### src/rtl/version_pkg.sv
// Shared constants, helpers and slot record for the versioned write buffer.
package version_pkg;

  localparam int DEFAULT_DATA_WIDTH    = 32;
  localparam int DEFAULT_VERSION_WIDTH = 4;
  localparam int DEFAULT_VERSION_NUM   = 4;

  function automatic int slotIdxWidth(input int n);
    return (n > 1) ? $clog2(n) : 1;
  endfunction

  function automatic int wrapNext(input int value, input int modulus);
    return (value + 1 >= modulus) ? 0 : value + 1;
  endfunction

  typedef struct packed {
    logic [DEFAULT_DATA_WIDTH-1:0]    data;
    logic [DEFAULT_VERSION_WIDTH-1:0] version;
    logic                             valid;
  } slotRec_t;

endpackage

### src/rtl/version_store_wrap_counter.sv
// Modulo-MODULUS counter; inc and incExtra each add one, so both together step by two.
module wrap_counter
  import version_pkg::*;
#(
  parameter int MODULUS = 4,
  parameter int WIDTH   = slotIdxWidth(MODULUS)
) (
  input  logic             clk,
  input  logic             rstN,
  input  logic             inc,
  input  logic             incExtra,
  input  logic             clear,
  output logic [WIDTH-1:0] value
);

  logic [WIDTH-1:0] stepOne;
  logic [WIDTH-1:0] stepTwo;

  always_comb begin
    stepOne = WIDTH'(wrapNext(int'(value), MODULUS));
    stepTwo = WIDTH'(wrapNext(int'(stepOne), MODULUS));
  end

  always_ff @(posedge clk) begin
    if (!rstN) begin
      value <= '0;
    end else if (clear) begin
      value <= '0;
    end else if (inc && incExtra) begin
      value <= stepTwo;
    end else if (inc || incExtra) begin
      value <= stepOne;
    end
  end

endmodule

### src/rtl/version_store.sv
// Versioned circular write buffer feeding the priority router.
// Define VERSION_STORE_OVERWRITE_EN to let writes into a full store evict the oldest slot.
module version_store
  import version_pkg::*;
#(
  parameter int DATA_WIDTH    = DEFAULT_DATA_WIDTH,
  parameter int VERSION_WIDTH = DEFAULT_VERSION_WIDTH,
  parameter int VERSION_NUM   = DEFAULT_VERSION_NUM
) (
  input  logic                                 clk,
  input  logic                                 rstN,
  input  logic                                 writeValid,
  output logic                                 writeReady,
  input  logic [DATA_WIDTH-1:0]                writeData,
  input  logic                                 retire,
  input  logic                                 flush,
  output logic [DATA_WIDTH*VERSION_NUM-1:0]    dataInputs,
  output logic [VERSION_WIDTH*VERSION_NUM-1:0] versions,
  output logic [VERSION_NUM-1:0]               slotValid,
  output logic [VERSION_WIDTH-1:0]             newestVersion,
  output logic [VERSION_WIDTH-1:0]             oldestVersion,
  output logic [$clog2(VERSION_NUM+1)-1:0]     count
);

  localparam int IDX_W = slotIdxWidth(VERSION_NUM);
  localparam int CNT_W = $clog2(VERSION_NUM + 1);

  if (VERSION_NUM < 2 || VERSION_NUM > 2 ** VERSION_WIDTH) begin : gBadConfig
    $error("version_store: VERSION_NUM must lie in [2, 2**VERSION_WIDTH]");
  end

  logic [IDX_W-1:0]         head;
  logic [IDX_W-1:0]         tail;
  logic [VERSION_WIDTH-1:0] nextVersion;
  logic [IDX_W-1:0]         headStepOne;
  logic [IDX_W-1:0]         headStepTwo;
  logic [IDX_W-1:0]         headNext;
  logic [IDX_W-1:0]         retireIdx;
  logic                     full;
  logic                     accept;
  logic                     evict;
  logic                     doRetire;
  logic [CNT_W-1:0]         countNext;

  logic [DATA_WIDTH-1:0]    slotData [VERSION_NUM];
  logic [VERSION_WIDTH-1:0] slotTag  [VERSION_NUM];
  logic [DATA_WIDTH-1:0]    dataNext [VERSION_NUM];
  logic [VERSION_WIDTH-1:0] tagNext  [VERSION_NUM];
  logic [VERSION_NUM-1:0]   validNext;

  // Write handshake: writeData is taken on a rising edge where writeValid && writeReady;
  // writeReady depends only on count and flush, never on writeValid.
  assign full = (count == CNT_W'(VERSION_NUM));
`ifdef VERSION_STORE_OVERWRITE_EN
  assign writeReady = !flush;
  assign evict      = accept && full;
`else
  assign writeReady = !flush && !full;
  assign evict      = 1'b0;
`endif
  assign accept   = writeValid && writeReady;
  assign doRetire = retire && (count != '0) && !flush;

  // An eviction consumes the head slot, so an explicit retire then frees the slot after it.
  assign headStepOne = IDX_W'(wrapNext(int'(head), VERSION_NUM));
  assign headStepTwo = IDX_W'(wrapNext(int'(headStepOne), VERSION_NUM));
  assign retireIdx   = evict ? headStepOne : head;

  always_comb begin
    headNext = head;
    if (flush) begin
      headNext = '0;
    end else if (evict && doRetire) begin
      headNext = headStepTwo;
    end else if (evict || doRetire) begin
      headNext = headStepOne;
    end
  end

  always_comb begin
    countNext = count;
    if (flush) begin
      countNext = '0;
    end else begin
      countNext = count + CNT_W'(accept) - CNT_W'(evict) - CNT_W'(doRetire);
    end
  end

  always_comb begin
    for (int i = 0; i < VERSION_NUM; i++) begin
      dataNext[i]  = slotData[i];
      tagNext[i]   = slotTag[i];
      validNext[i] = slotValid[i];
      if (flush) begin
        dataNext[i]  = '0;
        tagNext[i]   = '0;
        validNext[i] = 1'b0;
      end else begin
        if (doRetire && (IDX_W'(i) == retireIdx)) begin
          dataNext[i]  = '0;
          tagNext[i]   = '0;
          validNext[i] = 1'b0;
        end
        // Applied after the retire clear so an overwrite of the head slot wins.
        if (accept && (IDX_W'(i) == tail)) begin
          dataNext[i]  = writeData;
          tagNext[i]   = nextVersion;
          validNext[i] = 1'b1;
        end
      end
    end
  end

  always_ff @(posedge clk) begin
    if (!rstN) begin
      for (int i = 0; i < VERSION_NUM; i++) begin
        slotData[i] <= '0;
        slotTag[i]  <= '0;
      end
      slotValid     <= '0;
      count         <= '0;
      newestVersion <= '0;
      oldestVersion <= '0;
    end else begin
      for (int i = 0; i < VERSION_NUM; i++) begin
        slotData[i] <= dataNext[i];
        slotTag[i]  <= tagNext[i];
      end
      slotValid     <= validNext;
      count         <= countNext;
      oldestVersion <= tagNext[headNext];
      if (accept) begin
        newestVersion <= nextVersion;
      end
    end
  end

  for (genvar i = 0; i < VERSION_NUM; i++) begin : gPack
    assign dataInputs[i*DATA_WIDTH +: DATA_WIDTH]     = slotData[i];
    assign versions[i*VERSION_WIDTH +: VERSION_WIDTH] = slotTag[i];
  end

  wrap_counter #(.MODULUS(VERSION_NUM), .WIDTH(IDX_W)) uHead (
    .clk(clk), .rstN(rstN), .inc(doRetire), .incExtra(evict), .clear(flush), .value(head)
  );

  wrap_counter #(.MODULUS(VERSION_NUM), .WIDTH(IDX_W)) uTail (
    .clk(clk), .rstN(rstN), .inc(accept), .incExtra(1'b0), .clear(flush), .value(tail)
  );

  wrap_counter #(.MODULUS(2 ** VERSION_WIDTH), .WIDTH(VERSION_WIDTH)) uVersion (
    .clk(clk), .rstN(rstN), .inc(accept), .incExtra(1'b0), .clear(1'b0), .value(nextVersion)
  );

endmodule

### config.mk
export PLATFORM = sky130hd
export DESIGN_NAME = version_store
export DESIGN_NICKNAME = d
export VERILOG_FILES = /design/src/rtl/version_pkg.sv /design/src/rtl/version_store_wrap_counter.sv /design/src/rtl/version_store.sv
export SDC_FILE = /design/constraint.sdc
export NUM_CORES = 1
export LEC_CHECK = 0
export CAP_MARGIN = 20
export CORE_UTILIZATION = 31
export DETAILED_ROUTE_END_ITERATION = 12
export SLEW_MARGIN = 20
export SYNTH_ARGS = -nofsm -noshare
export SYNTH_HDL_FRONTEND = slang
export SYNTH_SLANG_ARGS = --single-unit
### constraint.sdc
create_clock -name clk -period 5.3 [get_ports clk]
set_input_delay 0.53 -clock clk [delete_from_list [all_inputs] [get_ports clk]]
set_output_delay 0.53 -clock clk [all_outputs]
set_load 0.01 [all_outputs]
==> out/qor.txt, run 1 <==
status -> finished, final reports clean
Hold Path Stages -> 2
CTS buffer count -> 17
post-route ant nets -> 0
critical path class -> in -> reg
CP Buf/Inv Count -> 1
Post-Synthesis Cell Area -> 0.006081 mm2
Arrival @ worst endpoint -> 3.44 ns
Worst path max stage delay -> 0.88 ns
post-CTS setup buffer count -> 0
slew margin rel. -> 0.3461
hold buffer count at cts -> 0
Hold Path Origin -> newestVersion[2]
Avg WL per Cell -> 17.87 um
Levels on crit path -> 6
die area -> 0.02018 mm2
Die Span Y -> 142.1 um
cts repair resizes -> 0
CP Capture Type -> register
net switching power figure -> 0.6312 mW
gp weighted congestion -> 0.8223
maximum clock frequency -> 318.3 MHz
R2R Path Start -> count[2]
Final Hold Fails -> 0
dpl hpwl -> 12.53 mm
cell count of the worst reg-to-reg path -> 5
Slew Limit Fails -> 0
number of max-cap violations -> 0
flops & latches, synth -> 167
post-layout total power -> 2.629 mW
cell chain of the critical path -> clkdlybuf4s50_1, nor2b_1, and3_2, nor2_4, a221oi_1, o32ai_1
clock share of power -> 0.461
Cell Area, Placed -> 0.008207 mm2
final instance area -> 0.008783 mm2
cell internal pwr -> 1.998 mW
clock skew -> 0.009587 ns
Hold Crit Class -> reg -> reg
Slowest cell on crit path -> and3_2
vias per cell -> 4.918
grt ovf -> 0
fin worst setup slack -> 2.158 ns
setup TNS -> 0 ns
unrepaired setup endpoints after global routing -> false
vias in the first global route -> 5141
routed wire length -> 19.25 mm
top cells by area, synth -> dfxtp_1 (55%), a22oi_1 (17%), nor2_1 (9.1%), clkbuf_1 (2.7%), ha_1 (2.5%)
met1 Use GR -> 0.2530
via count -> 5297
starting density of the core -> 0.3208
Layout area overhead -> 44.44%
GRT Overall Usage -> 0.1959
power share of the sequential group -> 0.484
first-pass GRT wire length -> 30.16 mm
global route hottest layer -> met2
Rows -> 50
Antenna Cells -> 0
mean area per synthesized cell -> 9.516 um2
Clk Tree Root Cell -> clkbuf_16
syn_nets -> 689
DRC viols -> 0
GRT met3 Usage -> 0.07840
antenna violations before repair -> 0
Starting DRT DRC Count -> 397
die width -> 142.1 um
Core ar. -> 0.01896 mm2
Clock Path Buffers -> 2
final setup vio count -> 0
maximum VDD drop -> 0.2270 mV
final core occ -> 0.4634
CP top delay family -> simple AND/OR/NAND/NOR gates
pre-CTS WS -> 1.715 ns
combinational share of power -> 0.055
sequential area share after synthesis -> 0.5498
leakage power -> 2.979 nW
Power per Cell Area -> 299.3 mW/mm2
period utilization -> 0.5928
DR pass1 iterations -> 5
Period minus WS final -> 3.142 ns
met2 Resource Use GR -> 0.2972
I/O Buffers -> 196
share of cells above drive strength 1 -> 0.06365
Worst Setup Start Kind -> input port
H-tree levels -> 4
r2r endpoint -> oldestVersion[1]
worst path required time -> 5.60 ns
Hold EP -> newestVersion[2]
synthesized instance count -> 639
R2R Setup Slk -> 2.19 ns
clock sinks -> 167
post-synth top area share -> 0.5498
Worst-path clk slew -> 0.06 ns
Fillers -> 1838
biggest area consumer among synthesized cells -> dfxtp_1
Worst-Margin Slew -> 0.9785 ns
Skew-Pair Late Insertion Delay -> 0.43 ns
Distinct cells, synth -> 39
Switching Fraction -> 0.2401
IO Pins -> 197
crit path max fanout -> 41
largest net degree at the start of global routing -> 53
TritonCTS clock tree -> done
Total Nets Final -> 854
Ys Warns -> 0
## worst min-delay path, delay by kind of cell (launching register included)
| kind | cells | cell delay, ns |
|---|---|---|
| flip-flops | 1 | 0.31 |
| AO/OA/AOI/OAI | 1 | 0.06 |
| AND/OR/NAND/NOR | 1 | 0.05 |
## registers in the layout, summed over array words and instances (netlist names)
signal	cells
uVersion.value	4
slotValid	4
oldestVersion	4
count	3
uHead.value	2
newestVersion	4
uTail.value	2
slotTag	16
slotData	128
## routing by layer
layer,wire length (um),up-vias,part of all wire
met5,0,-,0
met4,176,0,0.0091
met3,1488,12,0.077
met2,8758,163,0.45
met1,8826,2550,0.46
li1,-,2572,-
## cell families (layout without fill, tap and decap cells)
logic type / after synthesis / in the layout / synth area share
buffers and inverters: 71 / 249 / 0.04691
xor gates and xnor gates: 3 / 3 / 0.004322
DFF: 167 / 167 / 0.5498
adders and majority gates: 13 / 13 / 0.02798
and+or+nand+nor: 208 / 208 / 0.1449
muxes: 6 / 6 / 0.01029
AOI/OAI and AO/OA: 171 / 171 / 0.2158
## how the worst max path moves through the flow
stage | start | to
4_1_cts | flush | oldestVersion[1]
3_3_place_gp | flush | oldestVersion[2]
2_1_floorplan | writeValid | count[2]
6_report | flush | oldestVersion[1]
3_5_place_dp | flush | oldestVersion[1]
5_1_grt | flush | oldestVersion[2]
## cell usage after synthesis, drive strengths merged
| master | instances |
|---|---|
| nor3b | 2 |
| nor2b | 2 |
| dfxtp | 167 |
| fa | 1 |
| a31oi | 1 |
| a22o | 3 |
| a211oi | 1 |
| or2 | 1 |
| nand3 | 4 |
| nor2 | 148 |
| a221oi | 4 |
| xor2 | 1 |
| or3b | 1 |
| o32ai | 3 |
| a22oi | 136 |
| nand2b | 2 |
| mux2 | 2 |
| and2 | 15 |
| or3 | 3 |
| ha | 12 |
| and3b | 3 |
| buf | 12 |
| a21oi | 12 |
| o31ai | 6 |
| nand4 | 1 |
| o21ai | 1 |
| a32oi | 2 |
| mux2i | 4 |
| and3 | 3 |
| nand2 | 23 |
| xnor2 | 2 |
| inv | 15 |
| a21boi | 2 |
| clkbuf | 44 |
## power groups by stage
stage | logic, mW | registers, mW | clock network [mW]
after floorplan | 0.0661 | 1.30 | 0
after global placement | 0.146 | 1.30 | 0
after detailed placement | 0.146 | 1.30 | 0
after CTS | 0.146 | 1.27 | 1.24
after global routing | 0.157 | 1.27 | 1.30
final | 0.145 | 1.27 | 1.21
## layout make-up
| class | count | area [um2] | area share |
|---|---|---|---|
| timing repair buffer | 202 | 2007 | 0.2285 |
| clock inverter | 13 | 133.9 | 0.01524 |
| multi-input combinational | 401 | 2475 | 0.2818 |
| inverter | 15 | 56.30 | 0.006410 |
| sequential | 167 | 3343 | 0.3806 |
| tap | 260 | 325.3 | 0.03704 |
| clock buffer | 19 | 442.9 | 0.05043 |
## per-stage QoR
step                      hold WS, ns  cells
final                          0.4662   1077
after global routing           0.4981   1077
after CTS                      0.4647   1077
after detailed placement       0.4557   1045
after global placement         0.4635   1045
after floorplan                0.4692    639
## cells in the final DEF, fill, tap and decap left out, types with 4 or more instances in the layout
master             n
nand3_1            4
inv_6              5
buf_4              6
dfxtp_1          167
mux2i_1            4
a221oi_1           4
o31ai_1            5
ha_1              12
clkbuf_16         17
nor2_1           146
clkdlybuf4s50_1  196
and2_1            14
nand2_1           23
inv_1             14
a21oi_1           12
a22oi_1          136
No activity file was read; power rests on OpenSTA's default activity.
==> inputs of run 2 (changes only) <==
- clock period: 5.3 -> 2.7 ns (I/O delays scaled with it)
==> out/qor.txt, run 2 (synthesized netlist as in run 1, its figures left out) <==
status -> finished, final reports clean
Worst path max stage delay -> 0.47 ns
IO Pins -> 197
grt ovf -> 0
biggest registers after layout -> slotData x128, slotTag x16
Clk Tree Root Cell -> clkbuf_16
Hold EP -> newestVersion[0]
Worst Setup Start Kind -> register
Period minus WS final -> 2.317 ns
hold buffer count at cts -> 0
post-route ant nets -> 0
setup TNS -> 0 ns
post-CTS setup buffer count -> 0
clock sinks -> 167
cts repair resizes -> 0
Hold Path Stages -> 2
share of cells above drive strength 1 -> 0.08273
Starting DRT DRC Count -> 365
Slew Limit Fails -> 0
clock skew -> 0.006266 ns
maximum VDD drop -> 0.4453 mV
Skew-Pair Late Insertion Delay -> 0.42 ns
die area -> 0.02018 mm2
Power per Cell Area -> 573.6 mW/mm2
starting density of the core -> 0.3208
max reg flops -> 128
critical path class -> reg -> out
GRT Overall Usage -> 0.1933
DR pass1 iterations -> 5
dpl hpwl -> 12.56 mm
Clock Path Buffers -> 2
WHS -> 0.4545 ns
Cell Area, Placed -> 0.008379 mm2
Final Hold Fails -> 0
Core ar. -> 0.01896 mm2
crit path max fanout -> 12
final setup vio count -> 0
DP Cell Count -> 1063
leakage power -> 3.078 nW
gp weighted congestion -> 0.7632
Antenna Cells -> 0
Rows -> 50
CP Capture Type -> output pin
post-layout total power -> 5.126 mW
DRC viols -> 0
vias per cell -> 4.890
maximum clock frequency -> 431.5 MHz
TritonCTS clock tree -> done
Total Nets Final -> 872
routed wire length -> 19.15 mm
first-pass GRT wire length -> 30.08 mm
most frequent cells in the layout -> clkdlybuf4s50_1 (196), dfxtp_1 (167), nor2_1 (146)
R2R Setup Slk -> 0.50 ns
number of max-cap violations -> 0
cell chain of the critical path -> or3b_1, buf_4, nor2b_1, clkdlybuf4s50_1
unrepaired setup endpoints after global routing -> false
largest net degree at the start of global routing -> 83
sequential cell area -> 0.003343 mm2
Slowest cell on crit path -> clkdlybuf4s50_1
Top reg by flops -> slotData
CTS buffer count -> 17
I/O Buffers -> 196
Arrival @ worst endpoint -> 2.05 ns
cell count of the worst reg-to-reg path -> 8
r2r endpoint -> count[2]
Avg WL per Cell -> 17.51 um
period utilization -> 0.8582
fin cells -> 1094
via count -> 5350
Fillers -> 1816
worst path required time -> 2.43 ns
Worst-path clk slew -> 0.07 ns
Worst-Margin Slew -> 0.4977 ns
vias in the first global route -> 5246
H-tree levels -> 4
commonest non-fill, non-tap cell in the layout -> clkdlybuf4s50_1
slew margin rel. -> 0.6682
antenna violations before repair -> 0
Die Span Y -> 142.1 um
Multi-input gate area -> 0.002475 mm2
Hold Crit Class -> reg -> reg
R2R Path Start -> count[2]
Hold Path Origin -> newestVersion[0]
Layout area overhead -> 46.95%
die width -> 142.1 um
final instance area -> 0.008936 mm2
==> run 2: changes by cell type in the layout (fill, tap and decap cells not counted), sizes merged <==
cell,before,now
inv,22,16
clkbuf,19,20
buf,6,24
clkinv,3,7
==> run 2: worst max-delay path by stage <==
stage	cells after the start	from	end
after floorplan	10	count[2]	count[1]
after global placement	10	writeValid	count[2]
after detailed placement	10	writeValid	count[2]
after CTS	4	count[2]	writeReady
after global routing	4	count[2]	writeReady
final	4	count[2]	writeReady
==> run 2: area by class of cell <==
class / count / area share
clock buffers: 20 / 0.05111
clock inverters: 11 / 0.01120
inverters: 15 / 0.006301
multi-input cells: 401 / 0.2770
flip-flops and latches: 167 / 0.3741
well taps: 260 / 0.03640
repair buffers: 220 / 0.2439
==> run 2: through the flow <==
| stage | util | setup WS (ns) |
|---|---|---|
| final | 0.4714 | 0.3828 |
| after global routing | 0.4714 | 0.3026 |
| after CTS | 0.4714 | 0.3557 |
| after detailed placement | 0.4420 | 0.3940 |
| after global placement | 0.4420 | 0.4198 |
| after floorplan | - | 0.2056 |
==> run 2: metal layers <==
metal | wire length, um | share of wire | up-vias | track usage
met5 | 0 | 0 | - | 0
met4 | 313 | 0.016 | 0 | 0.06395
met3 | 1365 | 0.071 | 18 | 0.06393
met2 | 8613 | 0.45 | 168 | 0.2970
met1 | 8862 | 0.46 | 2551 | 0.2536
li1 | - | - | 2613 | -
==> run 2: power by group <==
group          total, mW  switching [mW]  internal [mW]
Clock               2.33            1.01           1.31
Sequential          2.50          0.0158           2.48
Combinational      0.302           0.169          0.133
Total               5.13            1.20           3.93
==> run 2: critical path: cells and delay by family, from the launching register on <==
| family | cells | cell delay, ns |
|---|---|---|
| buffers and inverters | 2 | 0.67 |
| DFF | 1 | 0.43 |
| and+or+nand+nor | 2 | 0.53 |
